File: src/rtl/rf_pkg.sv
// Register-file constants and write-port types shared by the writeback path.
// Used by rf_wport_arbiter and the blocks that sit around the register file.
package rf_pkg;

  localparam int RF_AW   = 5;
  localparam int RF_DW   = 32;
  localparam int RF_NREG = 32;

  typedef logic [RF_AW-1:0] rf_waddr_t;
  typedef logic [RF_DW-1:0] rf_wdata_t;

  localparam rf_waddr_t RF_ZERO_REG = 5'd0;

endpackage

File: src/rtl/rr_arbiter.sv
// Combinational round-robin pick: the first asserted req at or after ptr, wrapping modulo N.
// Produces a one-hot gnt (all zero when nothing requests) and the matching binary index.
module rr_arbiter #(
  parameter int N  = 2,
  parameter int PW = (N > 1) ? $clog2(N) : 1
) (
  input  logic [N-1:0]  req,
  input  logic [PW-1:0] ptr,
  output logic [N-1:0]  gnt,
  output logic [PW-1:0] gnt_idx
);

  logic found;

  always_comb begin
    gnt     = '0;
    gnt_idx = '0;
    found   = 1'b0;
    for (int k = 0; k < N; k++) begin
      automatic int idx = int'(ptr) + k;
      if (idx >= N) idx = idx - N;
      if (!found && req[idx]) begin
        found      = 1'b1;
        gnt[idx]   = 1'b1;
        gnt_idx    = PW'(idx);
      end
    end
  end

endmodule

File: src/rtl/rf_wport_arbiter.sv
// Round-robin arbiter sharing the single register-file write port between NREQ requesters.
// Optional per-requester accept counters and debug read port when RF_WPORT_STATS_EN is defined.
module rf_wport_arbiter
  import rf_pkg::*;
#(
  parameter int NREQ = 2,
  parameter int AW   = RF_AW,
  parameter int DW   = RF_DW
) (
  input  logic                 clk,
  input  logic                 rstn,
  input  logic [NREQ-1:0]      req_valid,
  output logic [NREQ-1:0]      req_ready,
  input  logic [NREQ*AW-1:0]   req_addr,
  input  logic [NREQ*DW-1:0]   req_data,
  output logic                 rf_we,
  output logic [AW-1:0]        rf_wa,
  output logic [DW-1:0]        rf_wd,
  output logic                 pend_valid,
  output logic [AW-1:0]        pend_addr
`ifdef RF_WPORT_STATS_EN
  ,
  input  logic [1:0]           dbg_sel,
  output logic [15:0]          dbg_cnt
`endif
);

  localparam int PW = (NREQ > 1) ? $clog2(NREQ) : 1;

  logic [PW-1:0]   ptr;
  logic [PW-1:0]   ptr_nxt;
  logic [PW-1:0]   gnt_idx;
  logic [NREQ-1:0] gnt;
  logic            accept;
  logic [AW-1:0]   sel_addr;
  logic [DW-1:0]   sel_data;

  rr_arbiter #(
    .N  (NREQ),
    .PW (PW)
  ) u_rr (
    .req     (req_valid),
    .ptr     (ptr),
    .gnt     (gnt),
    .gnt_idx (gnt_idx)
  );

  // Ready is forced low while reset is held so nothing is accepted into a stage being cleared.
  assign req_ready = rstn ? gnt : '0;
  assign accept    = |(req_valid & req_ready);
  assign sel_addr  = req_addr[gnt_idx*AW +: AW];
  assign sel_data  = req_data[gnt_idx*DW +: DW];
  assign ptr_nxt   = (gnt_idx == PW'(NREQ-1)) ? '0 : gnt_idx + 1'b1;

  always_ff @(posedge clk or negedge rstn) begin
    if (!rstn) begin
      rf_we <= 1'b0;
      rf_wa <= '0;
      rf_wd <= '0;
      ptr   <= '0;
    end else if (accept) begin
      // x0 writes still load the address/data flops; only the enable is suppressed.
      rf_we <= (sel_addr != AW'(RF_ZERO_REG));
      rf_wa <= sel_addr;
      rf_wd <= sel_data;
      ptr   <= ptr_nxt;
    end else begin
      rf_we <= 1'b0;
    end
  end

  assign pend_valid = rf_we;
  assign pend_addr  = rf_wa;

`ifdef RF_WPORT_STATS_EN
  logic [15:0] acc_cnt [NREQ];

  always_ff @(posedge clk or negedge rstn) begin
    if (!rstn) begin
      for (int i = 0; i < NREQ; i++) acc_cnt[i] <= '0;
    end else begin
      for (int i = 0; i < NREQ; i++) begin
        if (req_valid[i] && req_ready[i] && (acc_cnt[i] != 16'hFFFF))
          acc_cnt[i] <= acc_cnt[i] + 16'd1;
      end
    end
  end

  always_comb begin
    dbg_cnt = '0;
    for (int i = 0; i < NREQ; i++) begin
      if (dbg_sel == 2'(i)) dbg_cnt = acc_cnt[i];
    end
  end
`endif

endmodule

File: config.mk
export PLATFORM = sky130hd
export DESIGN_NAME = rf_wport_arbiter
export DESIGN_NICKNAME = d
export VERILOG_FILES = /design/src/rtl/rf_pkg.sv /design/src/rtl/rr_arbiter.sv /design/src/rtl/rf_wport_arbiter.sv
export SDC_FILE = /design/constraint.sdc
export NUM_CORES = 1
export LEC_CHECK = 0
export BUFFER_PORTS_ARGS = -buffer_cell sky130_fd_sc_hd__buf_2
export CORE_UTILIZATION = 47
export DETAILED_ROUTE_END_ITERATION = 10
export GPL_TIMING_DRIVEN = 0
export PLACE_DENSITY_LB_ADDON = 0.05
export SYNTH_ARGS = -nofsm -noshare
export SYNTH_HDL_FRONTEND = slang
export SYNTH_HIERARCHICAL = 1
export SYNTH_SLANG_ARGS = --single-unit
File: constraint.sdc
create_clock -name clk -period 2.4 [get_ports clk]
set_input_delay 0.48 -clock clk [delete_from_list [all_inputs] [get_ports clk]]
set_output_delay 0.48 -clock clk [all_outputs]
set_load 0.05 [all_outputs]
## Word-level counts from Yosys, hierarchy flattened

Index checks and enable logic that the tools add are counted.

| word-level totals | value |
|---|---|
| latch bits | 0 |
| ROM bits | 0 |
| output and inout bits | 46 |
| bits in registers | 39 |
| memories kept | 0 |
| memory bits (writable) | 0 |

| operators by class | value |
|---|---|
| muxes and demuxes | 20 |
| reductions and logical operators | 6 |
| add/subtract/negate cells | 4 |
| shifts and indexed selects | 2 |
| $lt $le $gt $ge | 6 |
| $mul | 1 |
| div/mod/pow operators | 0 |
| eq/ne operators | 0 |
| bitwise logic cells | 2 |

Operator list:

| operator | number |
|---|---|
| 32-bit by 1-bit greater-or-equal comparator with 1-bit output, second input constant | 2 |
| 32-bit by 3-bit less-than comparator with 1-bit output, second input constant | 2 |
| 32-bit two-way mux | 2 |
| 64-bit by 7-bit indexed part select with 32-bit output | 1 |
| 32-bit by 3-bit greater-or-equal comparator with 1-bit output, second input constant | 1 |
| 32-bit by 3-bit subtractor with 32-bit output, second input constant | 1 |
| 1-bit two-way mux | 13 |
| 10-bit by 5-bit indexed part select with 5-bit output | 1 |
| 2-bit two-way mux | 3 |
| 5-bit nonzero test | 1 |
| 1-bit by 3-bit multiplier with 4-bit output, second input constant | 1 |
| 1-bit logical AND | 3 |
| 1-bit by 2-bit subtractor with 3-bit output, second input constant | 1 |
| 1-bit by 1-bit adder with 2-bit output, second input constant | 1 |
| 2-bit bitwise AND | 1 |
| 1-bit demux with 1-bit select | 2 |
| 1-bit by 2-bit greater-or-equal comparator with 1-bit output, second input constant | 1 |
| 2-bit OR | 1 |
| 2-bit OR reduction | 1 |
| 1-bit adder, second input constant | 1 |
| 1-bit zero test | 1 |

## Logic depth before layout (Yosys ltp)

Gate-level depths: netlist (run 1).

| depth | value |
|---|---|
| depth in word-level cells | 13 |
| gate-level depth with buffers | 7 |

## By module

The synthesis (run 1) kept the hierarchy.

By module, submodules not included:

| module | times used | sequential area each (sq um) | area each (sq um) | cells an instance |
|---|---|---|---|---|
| rf_wport_arbiter | 1 | 975.9 | 2128.3 | 189 |
| rr_arbiter | 1 | 0.0 | 30.0 | 4 |

## Least setup slack after synthesis (run 1)

OpenSTA, ideal clock, no wires.

| timing path | value |
|---|---|
| path kind | input to output |
| from | input rstn |
| to | output req_ready[0] |
| data required time | 1.920 ns |
| stages | 3 |
| data arrival time | 1.302 ns |
| path slack | 0.618 ns |
| cells stage by stage | buf_2 -> clkbuf_1 -> and2_1 |

| between the ends | value |
|---|---|
| word-level cells in the longest chain between the ends | 1 |

Ends and longest elaborated chain:

| what | RTL line | source |
|---|---|---|
| start, declared | rf_wport_arbiter.sv:11 | `input logic rstn,` |
| 2-bit two-way mux | rf_wport_arbiter.sv:49 | `assign req_ready = rstn ? gnt : '0;` |
| end, declared | rf_wport_arbiter.sv:13 | `output logic [NREQ-1:0] req_ready,` |

No other way between the ends.

## Worst setup path after layout (run 1)

| timing path | value |
|---|---|
| from | input rstn |
| to | output req_ready[1] |

The elaborated chain is that of the path after synthesis.

==> impl_metrics.tcl, run 1 <==
set metrics [dict create \
    crit_chain "buf_6 > buf_2 > and2_1 > buf_2" \
    drc 0 \
    synth_seq_area_share_pct 45.2 \
    synth_top_area_share_pct 45.2 \
    timing.final.crit_share_pct 85.3 \
    vias 1987 \
    rows 24 \
    grt_setup_unrepaired "false" \
    wirelength_mm 5.28 \
    crit-reg2reg-launch "ptr$_DFFE_PN0P_" \
    grt_pass1_vias 1872 \
    synthTopCellsByArea "dfrtp_1, mux2i_1, a31oi_1" \
    end_kind "output port" \
    path_class "in -> out" \
    area_growth_pct 36.3 \
    clk_pin_slew_ps 70 \
    cap_violations 0 \
    slew-limit-headroom_pct 69.7 \
    powerDensity_nw_per_um2 1050 \
    wl_met1_mm 2.43 \
    synth_area_um2 2160 \
    ys_ff_latch 39 \
    synth_nets 271 \
    yosysMostFrequentCell "dfrtp_1" \
    worst_ir_drop_vdd_mv 0.557 \
    dp_hpwl_mm 3.90 \
    grt_antenna_before_repair 0 \
    report.final.setup_viol 0 \
    cts_buffers 5 \
    n_antenna_cell 0 \
    core_um2 4380 \
    cp-start-kind "input pin" \
    cp.required_ps 1920 \
    skew_ps 2.10 \
    gr-total-overflow 0 \
    crit_fanout 40 \
    synth_cells 193 \
    ios 124 \
    synth_top_area_cell "dfrtp_1" \
    status "finished, final reports clean" \
    grt_max_degree 41 \
    design.die.area_um2 4870 \
    cts_setup_buffers 0 \
    synthFlopType "dfrtp_1" \
    postSynthAreaPerCell_um2 11.2 \
    grtUsageTotal_pct 22.4 \
    synthArstFlopShare_pct 100 \
    hold_buffers 0 \
    crit_path_top_delay_cell "buf_2" \
    hold_class "in -> async" \
    instances_no_fill 375 \
    ys.warnings.count 6 \
    fin_ws_ps 354 \
    clock-root-buffer "clkbuf_8" \
    reg2reg_to "rf_wd[14]$_DFFE_PN0P_" \
    drtIter0Drc 127 \
    insertion_delay_ps 290 \
    io_buffer_count 123 \
    reg2reg_slack_ps 870 \
    synth_common_cells "dfrtp_1, mux2i_1, a31oi_1, a21oi_2, a21oi_1" \
    via_per_inst 5.30 \
    max_freq_mhz 489 \
    cts.sinks 39 \
    hold_viol_final 0 \
    die_x_um 69.8 \
    reg2reg_depth 6 \
    place_inst 368 \
    wl_met2_mm 2.48 \
    initial_utilization_pct 49.2 \
    synth_edf_count 0 \
    worstMarginPinSlew_ps 455 \
    dp_slack_ps -374 \
    maxSlewViolCount 0 \
    firstDrtPassIters 4 \
    crit_path_frequent_cell "buf_2" \
    grt_pass1_wl_mm 8.76 \
    layout_min_cycle_time_ps 2050 \
    drive_above_1_share_pct 54.5 \
    routabilityCongestion 0.722 \
    die_h_um 69.8 \
    p_leak_nw 1.42 \
    drtAntennaViolNets 0 \
    route.met3.wl_um 318 \
    htreeDepth 2 \
    cts_tree "built" \
    fin_nets 400 \
    wl_per_cell_um 14.1 \
    critPathMaxStageDelay_ps 320 \
    cts_max_path_buffers 2 \
    worst-endpoint-arrival_ps 1570 \
    top_layer "met4" \
    synth_cell_type_count 21 \
]
[stage by stage]
stage / total power, W / util (%) / TNS (ps) / instance area (µm²) / hold WS [ps]
after floorplan: 0.00224 / - / 0 / 2160 / 184
after global placement: 0.00261 / 64.8 / -759 / 2840 / 527
after detailed placement: 0.00263 / 64.8 / -743 / 2840 / 535
after CTS: 0.00312 / 67.2 / 0 / 2950 / 96.0
after global routing: 0.00325 / 67.1 / 0 / 2940 / 105
final: 0.00310 / 67.1 / 0 / 2940 / 86.9
[kinds of logic after synthesis]
group           Yosys count  synth area share (%)
compound gates           78                  24.5
buf+inv                  30                  10.2
flops                    39                  45.2
mux                      38                  17.6
simple gates              8                  2.49
[cell type report]
class                           count  area (µm²)
Sequential cell                    39         976
Timing Repair Buffer              123         622
Clock buffer                        8         100
Multi-Input combinational cell    124         962
Tap cell                           52        65.1
Inverter                            2        7.51
Buffer                             27         209
Fill cell                         371        1440
[worst max-delay path by stage]
| stage | from | end | slack [ps] |
|---|---|---|---|
| 2_1_floorplan | rstn | req_ready[0] | 620 |
| 3_3_place_gp | rstn | req_ready[0] | -380 |
| 3_5_place_dp | rstn | req_ready[1] | -370 |
| 4_1_cts | rstn | req_ready[1] | 60 |
| 5_1_grt | rstn | req_ready[1] | 220 |
| 6_report | rstn | req_ready[1] | 350 |
[placed cells by master, fill, tap and decap left out]
cell type,Yosys,routed
a21boi_1,2,2
a31oi_1,37,37
nand2_1,1,1
or4_1,1,1
clkbuf_8,0,7
nor3_2,1,1
buf_6,7,8
and2_1,2,2
dfrtp_1,39,39
a21oi_1,17,17
inv_1,2,2
a22o_2,1,1
mux2i_1,38,38
nor3_1,2,2
a21oi_2,20,20
buf_4,8,8
clkbuf_1,5,5
or4b_1,1,1
buf_2,5,127
a21boi_2,1,1
buf_8,1,1
clkbuf_4,2,2
[critical path, delay by kind of cell]
kind	cells	cell delay (ps)
buffers and inverters	3	890
and+or+nand+nor	1	180
[power breakdown]
part | total, W | leakage [nW] | internal [W] | switching (W)
sequential | 0.000975 | 0.427 | 0.000851 | 0.000124
combinational | 0.00164 | 0.940 | 0.000468 | 0.00117
clock | 0.000488 | 0.0515 | 0.000262 | 0.000226
total | 0.00310 | 1.42 | 0.00158 | 0.00152
[repair_timing]
action | 4_1_cts | 5_1_grt
setup endpoints to repair | 2 | 2
resized for setup | 2 | 0
pin swaps | 0 | 0
[metal layers]
metal	vias up	global-route usage [%]
met2	75	35.8
met1	933	30.6
li1	974	-
met3	5	4.36
met5	-	0
met4	0	7.33
[sequential cells by signal, summed over array words and instances, names as in the netlist]
name        count
pend_addr       5
pend_valid      1
ptr             1
rf_wd          32
No activity file was read; power rests on OpenSTA's default activity.
==> inputs of run 2 (changes only) <==
--- a/config.mk
+++ b/config.mk
@@ -5,6 +5,7 @@
 export SDC_FILE = /design/constraint.sdc
 export NUM_CORES = 1
 export LEC_CHECK = 0
+export ABC_AREA = 1
 export BUFFER_PORTS_ARGS = -buffer_cell sky130_fd_sc_hd__buf_2
 export CORE_UTILIZATION = 47
 export DETAILED_ROUTE_END_ITERATION = 10
==> run 2 against run 1 <==
Against the previous run: via count is 9.1% higher; highest routed layer unchanged; hold slack better by 230 ps; combinational power is 6% lower; core utilization is 0.061 points higher; first-iteration DRC count stayed put; maximum frequency is 5.7% lower; critical path type unchanged; register-to-register slack better by 130 ps; total power is 4.3% lower.
==> impl_metrics.tcl, run 2 <==
set metrics [dict create \
    synthFlopType "dfrtp_1" \
    ios 124 \
    ys.warnings.count 6 \
    htreeDepth 2 \
    cts_buffers 5 \
    synthTopCellsByArea "dfrtp_1, nand2_1, buf_6" \
    dp_hpwl_mm 3.53 \
    fin_area_um2 2920 \
    fin_tns_setup_ps 0 \
    drtIter0Drc 127 \
    timing.hold.ws_ps 314 \
    p_clk_share_pct 15.9 \
    final_cell_mix "nand2_1, buf_2, dfrtp_1, inv_1" \
    max_freq_mhz 461 \
    grt_max_degree 42 \
    skew_ps 2.71 \
    drc 0 \
    p_sw_w 0.00146 \
    clock-root-buffer "clkbuf_8" \
    path_class "in -> out" \
    critPathMaxStageDelay_ps 660 \
    core_um2 4350 \
    n_antenna_cell 0 \
    power.internal_w 0.00150 \
    initial_utilization_pct 49.2 \
    cp_top_family "buffers and inverters" \
    vias 2168 \
    switching_share_pct 49.3 \
    worst-endpoint-arrival_ps 1690 \
    grt_pass1_vias 2043 \
    grtUsageTotal_pct 22.8 \
    place_inst 478 \
    report.final.setup_viol 0 \
    ctsResizeCount 0 \
    die_x_um 69.5 \
    synth_top_area_cell "dfrtp_1" \
    seq_power_share_pct 32.0 \
    firstDrtPassIters 4 \
    io_buffer_count 123 \
    worst-path-buf-inv 3 \
    status "finished, final reports clean" \
    worst_ir_drop_vdd_mv 0.585 \
    regMostFlops "rf_wd" \
    crit_fanout 41 \
    hold_buffers 0 \
    synth_seq_area_share_pct 45.5 \
    design.die.area_um2 4830 \
    drtAntennaViolNets 0 \
    cap_violations 0 \
    hold_class "in -> async" \
    cts_setup_buffers 0 \
    n_fill_cell 415 \
    grt_antenna_before_repair 0 \
    cp.required_ps 1920 \
    cts.sinks 39 \
    grt_setup_unrepaired "false" \
    crit_path_frequent_cell "buf_2" \
    end_kind "output port" \
    yosysMostFrequentCell "nand2_1" \
    rows 24 \
    cp-start-kind "input pin" \
    timing.final.crit_share_pct 90.4 \
    gr-total-overflow 0 \
    maxSlewViolCount 0 \
    slew-limit-headroom_pct 41.9 \
    routabilityCongestion 0.745 \
    final_util_pct 67.2 \
    insertion_delay_ps 280 \
    die_h_um 69.5 \
    clk_pin_slew_ps 70 \
    wl_per_cell_um 9.88 \
    synth_nets 381 \
    instances_no_fill 486 \
    synthArstFlopShare_pct 100 \
    powerDensity_nw_per_um2 1010 \
    pwr-share-comb_pct 52.1 \
    synth_common_cells "nand2_1, dfrtp_1, inv_1, buf_4, buf_6" \
    drive_above_1_share_pct 38.7 \
    synth_top_area_share_pct 45.5 \
    place_area_um2 2820 \
    fin_nets 511 \
    area_growth_pct 36.4 \
    largest_reg_flops 32 \
    p_leak_nw 1.88 \
    grt_pass1_wl_mm 8.76 \
    layout_commonest_cell "nand2_1" \
    synth_area_um2 2140 \
    layout_min_cycle_time_ps 2170 \
    wirelength_mm 4.80 \
    cts_tree "built" \
    synth_cell_type_count 15 \
    cts_max_path_buffers 2 \
    startpoint "rstn" \
    ys_ff_latch 39 \
    crit-reg2reg-launch "ptr$_DFFE_PN0P_" \
    crit_chain "buf_2 > nand2_1 > inv_2 > buf_2" \
    crit_path_top_delay_cell "buf_2" \
    via_per_inst 4.46 \
    hold_viol_final 0 \
    synth_edf_count 0 \
    postSynthAreaPerCell_um2 7.07 \
    worstMarginPinSlew_ps 872 \
    synth_cells 303 \
]
==> run 2: changes by cell type after synthesis, sizes merged, moves of 3 or more <==
cell and change:
clkbuf -7, inv +12, nand2 +214, a21oi -35, mux2i -38, a31oi -37, o21ai +8, nor3 -3
==> run 2: logic make-up after synthesis <==
family	share of synthesized area, %
flip-flops	45.5
buffers and inverters	11.3
AO/OA/AOI/OAI	4.26
AND/OR/NAND/NOR	38.9
==> run 2: cell type report <==
type,instances,area (µm²),share of cell area (%)
Clock buffer,8,100,3.42
Sequential cell,39,976,33.4
Buffer,21,184,6.29
Inverter,14,57.6,1.97
Timing Repair Buffer,123,616,21.1
Tap cell,52,65.1,2.23
Multi-Input combinational cell,229,926,31.7
==> run 2: power groups by stage <==
| stage | Clock, W | Sequential [W] | Combinational, W |
|---|---|---|---|
| finish | 0.000471 | 0.000949 | 0.00154 |
| global route | 0.000521 | 0.000975 | 0.00166 |
| CTS | 0.000487 | 0.000949 | 0.00156 |
| detailed placement | 0 | 0.000959 | 0.00156 |
| global placement | 0 | 0.000952 | 0.00154 |
| floorplan | 0 | 0.00162 | 0.000514 |
==> run 2: final timing paths <==
check	to	slack (ps)	cells after the start
min reg2reg	rf_wd[26]$_DFFE_PN0P_	470	2
min in group clk	rf_wd[26]$_DFFE_PN0P_	470	2
max in group asynchronous	rf_wd[14]$_DFFE_PN0P_	1550	1
max	req_ready[0]	230	4
max reg2reg	pend_valid$_DFF_PN0_	1000	9
min	rf_wd[26]$_DFFE_PN0P_	310	1
==> run 2: layer usage <==
layer	track usage, %	up-vias	wire length (µm)
li1	-	1153	-
met1	26.7	937	2150
met2	40.9	73	2340
met3	5.23	5	258
met4	7.26	0	57
met5	0	-	0
==> run 2: stage by stage <==
step           power, W  setup slack (ps)
2_1_floorplan   0.00213               907
3_3_place_gp    0.00250               202
3_5_place_dp    0.00251               153
4_1_cts         0.00299               154
5_1_grt         0.00315              39.4
6_report        0.00296               230
